File: src/rtl/lpcm_rx_if.sv
// LPCM receive bundle: en/data sample strobe in, valid/ready sample stream out.
// The master side drives samples and out_ready. The slave side (lpcm_rx) returns the stream.
interface lpcm_rx_if #(
  parameter int DATA_W = 32
);
  logic              en;
  logic [DATA_W-1:0] data;
  logic              out_valid;
  logic              out_ready;
  logic [DATA_W-1:0] out_data;

  modport master (
    output en, data, out_ready,
    input  out_valid, out_data
  );

  modport slave (
    input  en, data, out_ready,
    output out_valid, out_data
  );
endinterface

File: src/rtl/lpcm_rx.sv
// LPCM receiver: masks/checks samples, optionally right-justifies them, and buffers them in a FWFT FIFO.
// Latency is 2 cycles from en to out_valid. When out_ready is held low, a full FIFO drops new samples and counts each drop.
module lpcm_rx #(
  parameter int DATA_W = 32,
  parameter int DEPTH  = 8
) (
  input  logic                     clk,
  input  logic                     rst,
  lpcm_rx_if.slave                 io,
  input  logic [5:0]               cfg_bits,
  input  logic                     cfg_rjust,
  output logic [$clog2(DEPTH):0]   level,
  output logic                     err_mask,
  output logic                     err_overflow,
  output logic [15:0]              drop_count,
  input  logic                     clr_err
);
  localparam int AW = $clog2(DEPTH);
  localparam int LW = AW + 1;
  localparam logic [5:0] FULL_BITS = 6'(DATA_W);

  typedef struct packed {
    logic              vld;
    logic              rjust;
    logic [5:0]        bits;
    logic [DATA_W-1:0] dat;
  } cap_t;

  cap_t              cap_d, cap_q;
  logic [AW-1:0]     wr_ptr_d, wr_ptr_q;
  logic [AW-1:0]     rd_ptr_d, rd_ptr_q;
  logic [LW-1:0]     level_d, level_q;
  logic              err_mask_d, err_mask_q;
  logic              err_ovf_d, err_ovf_q;
  logic [15:0]       drop_cnt_d, drop_cnt_q;
  logic [DATA_W-1:0] mem_q [DEPTH];

  logic [5:0]               eff_bits;
  logic [DATA_W-1:0]        keep;
  logic                     mask_hit;
  logic [5:0]               shift;
  logic signed [DATA_W-1:0] sdat;
  logic [DATA_W-1:0]        wr_dat;
  logic                     empty, full, push, pop, push_ok, drop;

  // Capture: keep only the top B bits; anything set below them is a source error.
  always_comb begin
    eff_bits = (cfg_bits == 6'd0 || cfg_bits > FULL_BITS) ? FULL_BITS : cfg_bits;
    keep     = {DATA_W{1'b1}} << (FULL_BITS - eff_bits);
    mask_hit = io.en && (|(io.data & ~keep));
    cap_d       = '0;
    cap_d.vld   = io.en;
    cap_d.rjust = cfg_rjust;
    cap_d.bits  = eff_bits;
    cap_d.dat   = io.data & keep;
  end

  // Formatting uses the config latched with the sample, not the live inputs.
  always_comb begin
    shift = FULL_BITS - cap_q.bits;
    sdat  = cap_q.dat;
    if (cap_q.rjust) wr_dat = sdat >>> shift;
    else             wr_dat = cap_q.dat;
  end

  always_comb begin
    empty   = (level_q == '0);
    full    = (level_q == LW'(DEPTH));
    pop     = !empty && io.out_ready;
    push    = cap_q.vld;
    push_ok = push && (!full || pop);
    drop    = push && full && !pop;

    wr_ptr_d = push_ok ? wr_ptr_q + AW'(1) : wr_ptr_q;
    rd_ptr_d = pop     ? rd_ptr_q + AW'(1) : rd_ptr_q;

    level_d = level_q;
    case ({push_ok, pop})
      2'b10:   level_d = level_q + LW'(1);
      2'b01:   level_d = level_q - LW'(1);
      default: level_d = level_q;
    endcase
  end

  // Error events take priority over a coincident clear.
  always_comb begin
    err_mask_d = clr_err ? 1'b0 : err_mask_q;
    err_ovf_d  = clr_err ? 1'b0 : err_ovf_q;
    drop_cnt_d = clr_err ? 16'd0 : drop_cnt_q;
    if (mask_hit) err_mask_d = 1'b1;
    if (drop) begin
      err_ovf_d = 1'b1;
      if (clr_err)                    drop_cnt_d = 16'd1;
      else if (drop_cnt_q != 16'hFFFF) drop_cnt_d = drop_cnt_q + 16'd1;
    end
  end

  always_ff @(posedge clk) begin
    if (rst) begin
      cap_q      <= '0;
      wr_ptr_q   <= '0;
      rd_ptr_q   <= '0;
      level_q    <= '0;
      err_mask_q <= 1'b0;
      err_ovf_q  <= 1'b0;
      drop_cnt_q <= '0;
    end else begin
      cap_q      <= cap_d;
      wr_ptr_q   <= wr_ptr_d;
      rd_ptr_q   <= rd_ptr_d;
      level_q    <= level_d;
      err_mask_q <= err_mask_d;
      err_ovf_q  <= err_ovf_d;
      drop_cnt_q <= drop_cnt_d;
    end
  end

  // Storage needs no reset; stale entries are unreachable once the pointers clear.
  always_ff @(posedge clk) begin
    if (push_ok) mem_q[wr_ptr_q] <= wr_dat;
  end

  assign io.out_valid = !empty;
  assign io.out_data  = empty ? '0 : mem_q[rd_ptr_q];
  assign level        = level_q;
  assign err_mask     = err_mask_q;
  assign err_overflow = err_ovf_q;
  assign drop_count   = drop_cnt_q;
endmodule
File: src/flat_wrapper.sv
// flat-port wrapper written by rule: the top's interface ports become plain ports
module lpcm_rx_flat 
#(
  parameter int DATA_W = 32,
  parameter int DEPTH  = 8
)
  (clk, rst, cfg_bits, cfg_rjust, level, err_mask, err_overflow, drop_count, clr_err, io_en, io_data, io_out_ready, io_out_valid, io_out_data);
  lpcm_rx_if #(.DATA_W(DATA_W)) io_i ();
  input  logic clk;
  input  logic rst;
  input  logic [5:0] cfg_bits;
  input  logic cfg_rjust;
  output logic [$clog2(DEPTH):0] level;
  output logic err_mask;
  output logic err_overflow;
  output logic [15:0] drop_count;
  input  logic clr_err;
  input wire logic [$bits(io_i.en)-1:0] io_en;
  input wire logic [$bits(io_i.data)-1:0] io_data;
  input wire logic [$bits(io_i.out_ready)-1:0] io_out_ready;
  output wire logic [$bits(io_i.out_valid)-1:0] io_out_valid;
  output wire logic [$bits(io_i.out_data)-1:0] io_out_data;
  assign io_i.en = io_en;
  assign io_i.data = io_data;
  assign io_i.out_ready = io_out_ready;
  assign io_out_valid = io_i.out_valid;
  assign io_out_data = io_i.out_data;
  lpcm_rx #(.DATA_W(DATA_W), .DEPTH(DEPTH)) u_core (.clk(clk), .rst(rst), .io(io_i), .cfg_bits(cfg_bits), .cfg_rjust(cfg_rjust), .level(level), .err_mask(err_mask), .err_overflow(err_overflow), .drop_count(drop_count), .clr_err(clr_err));
endmodule
File: config.mk
export PLATFORM = sky130hd
export DESIGN_NAME = lpcm_rx_flat
export DESIGN_NICKNAME = d
export VERILOG_FILES = /design/src/rtl/lpcm_rx_if.sv /design/src/rtl/lpcm_rx.sv /design/src/flat_wrapper.sv
export SDC_FILE = /design/constraint.sdc
export NUM_CORES = 1
export LEC_CHECK = 0
export ABC_CLOCK_PERIOD_IN_PS = 3800
export CORE_ASPECT_RATIO = 0.8
export CORE_UTILIZATION = 54
export CTS_CLUSTER_SIZE = 14
export DETAILED_ROUTE_END_ITERATION = 10
export PLACE_DENSITY_LB_ADDON = 0.12
export SYNTH_ARGS = -nofsm -noshare
export SYNTH_HDL_FRONTEND = slang
export SYNTH_SLANG_ARGS = --single-unit
File: constraint.sdc
create_clock -name clk -period 3.8 [get_ports clk]
set_input_delay 0.76 -clock clk [delete_from_list [all_inputs] [get_ports clk]]
set_output_delay 0.76 -clock clk [all_outputs]
set_load 0.01 [all_outputs]
==> results.toml <==
[yosys]
synth_ff_type = "edfxtp_1"
synthTopCellsByArea = "edfxtp_1 (52%), mux4_2 (13%), dfxtp_1 (9.6%)"
yosysTopAreaCellShare_pct = 51.8
ys_seq_area_share_pct = 61.3
syn-instance-count = 1054
yosysWarnings = 0
syn_nets = 1110
synth.most_common_cell = "edfxtp_1"
ys_ff_latch = 327
yosysTopAreaCell = "edfxtp_1"
yosys.cell_types.count = 66
synthArstFlopShare_pct = 0
synth-edff-count = 256
mappedNetlistArea_sq_um = 14900
synth_top_cells_by_count = "edfxtp_1 (256), nor2_1 (114), mux4_2 (87)"
avgSynthCellArea_sq_um = 14.1

[floorplanning]
core_sq_um = 26700
rows = 53
die_y_microns = 150
die_w_microns = 187
pin_count = 99
start_util_pct = 55.7
die-area_sq_um = 28200

[clock_tree]
clock_latency_ps = 510
post_cts_buffers = 0
cts.sinks = 327
hold_buffers = 0
cts.path.max_buffers = 3
post_cts_resized = 0
path_clk_slew_ps = 60
cts_htree_levels = 2
cts_tree = "yes"
cts_made_buffers = 34
root_buffer = "clkbuf_16"

[global_routing]
grt-ovfl-total = 0
grt_max_degree = 65
grt_util_all_layers_pct = 24.6
first_global_vias = 9119
antenna_found_initial = 0
grt_pass1_wl_microns = 52700

[min_path]
worstHoldPathCells = 2
min_path_type = "reg -> reg"

[sta]
rsz0062_at_grt = "false"
fmax_mhz = 292
slew_violations = 0
fin_skew_ps = 15.8
timing.final.crit_share_pct = 90.1
hold_viol_final = 0
fin_crit_ps = 3420
tightestPinTransition_ps = 985
setup-violations-final = 0
maxSlewHeadroom_pct = 34.0
fin_setup_tns_ps = 0

[drt]
drtIter0Drc = 879
wl_per_cell_microns = 21.7
drcViolationCount = 0
viasPerCell = 6.04
firstDrtPassIters = 4
wl_microns = 33500
vias = 9307
ant_nets = 0

[worst_setup_path]
critPathRequiredTime_ps = 3040
r2r_cells = 8
path_class = "reg -> out"
cp.arrival_ps = 2660
critical_path.startpoint_type = "register"
crit_fanout = 24
cp-end-kind = "output pin"

[finish]
post-route-util_pct = 65.8
layout-drive-gt1-share_pct = 17.3
insertedDiodeCount = 0
finalNetCount = 1218
area_growth_pct = 18.2
final_cells = 1542

[power_and_ir_drop]
ir_worst_vdd_mv = 0.442
power.density_nw_per_um2 = 569
p_leak_nw = 5.80

[placement]
post-dp-hpwl_microns = 21900
io_buffers = 98
routabilityCongestion = 0.949
dp.cells = 1483

[run_status]
status = "completed"

[job]
max_cap_violations = 0
==> power by group <==
group / switching, W / internal, W
Combinational: 0.00124 / 0.00126
Clock: 0.00131 / 0.00207
Sequential: 0.000123 / 0.00400
Total: 0.00267 / 0.00732
==> stage by stage <==
step	power, W	instance area, sq um	setup slack (ps)	hold WS [ps]
6_report	0.00999	17600	377	470
4_1_cts	0.0101	17600	322	471
3_5_place_dp	0.00671	16400	227	461
2_1_floorplan	0.00568	14900	719	462
5_1_grt	0.0104	17600	230	512
3_3_place_gp	0.00669	16400	306	460
==> cell usage in the layout, fill, tap and decap left out, types with 14 or more instances in the layout <==
cell type | netlist | routed
xor2_1 | 16 | 14
buf_4 | 5 | 34
and3_1 | 18 | 18
mux4_2 | 87 | 87
a31oi_1 | 16 | 16
o21ai_0 | 30 | 30
dfxtp_1 | 71 | 68
a21oi_1 | 55 | 55
nor2_1 | 114 | 108
edfxtp_1 | 256 | 256
inv_1 | 18 | 18
mux2i_1 | 56 | 56
o211ai_1 | 17 | 17
clkbuf_16 | 0 | 34
nand2_1 | 85 | 85
clkdlybuf4s50_1 | 0 | 98
==> worst max-delay path, cell delays in order (launching register included) <==
cell	delay, ps
dfxtp_4	560
buf_12	270
mux4_2	520
mux2i_1	240
nor2_1	80
clkdlybuf4s50_1	480
==> sequential cells by signal, indices dropped and copies added, names as in the netlist, named ones only <==
register	cells
u_core.err_overflow	1
u_core.push	1
u_core.rd_ptr_q	3
u_core.drop_count	16
u_core.level	4
u_core.err_mask	1
u_core.mem_q	256
u_core.cap_q	7
u_core.wr_ptr_q	3
u_core.sdat	32
==> final timing paths <==
path                       start                   to  slack (ps)
max                     register      io_out_data[22]         380
min          u_core.err_overflow  u_core.err_overflow         470
max reg2reg     u_core.cap_q[32]   u_core.mem_q[1][0]         580
min reg2reg  u_core.err_overflow  u_core.err_overflow         470
==> metal layers <==
metal / GRT usage (%) / up-vias / part of all wire (%)
met4: 6.42 / 0 / 2.0
met2: 38.3 / 323 / 46
met3: 3.92 / 52 / 6.4
met1: 36.4 / 4657 / 46
li1: - / 4275 / -
met5: 0 / - / 0
==> final cells by class <==
| class | instances | area [sq um] |
|---|---|---|
| fill | 1944 | 9110 |
| inverter | 19 | 71.3 |
| timing repair buffer | 136 | 1320 |
| sequential | 327 | 9110 |
| clock buffer | 40 | 873 |
| tap | 357 | 447 |
| multi-input combinational | 644 | 5460 |
| clock inverter | 19 | 269 |
==> cells by family (layout without fill, tap and decap cells) <==
logic type	count (synthesis)	in the layout	share of synthesized area, %
flip-flops	327	327	61.3
AND/OR/NAND/NOR	293	293	9.01
AO/OA/AOI/OAI	163	163	6.98
multiplexers	154	154	17.8
buffers and inverters	83	214	2.52
XOR/XNOR	22	22	1.30
adder cells (fa/ha/maj)	12	12	1.06
Note: power is estimated with default switching activity, not from simulation.
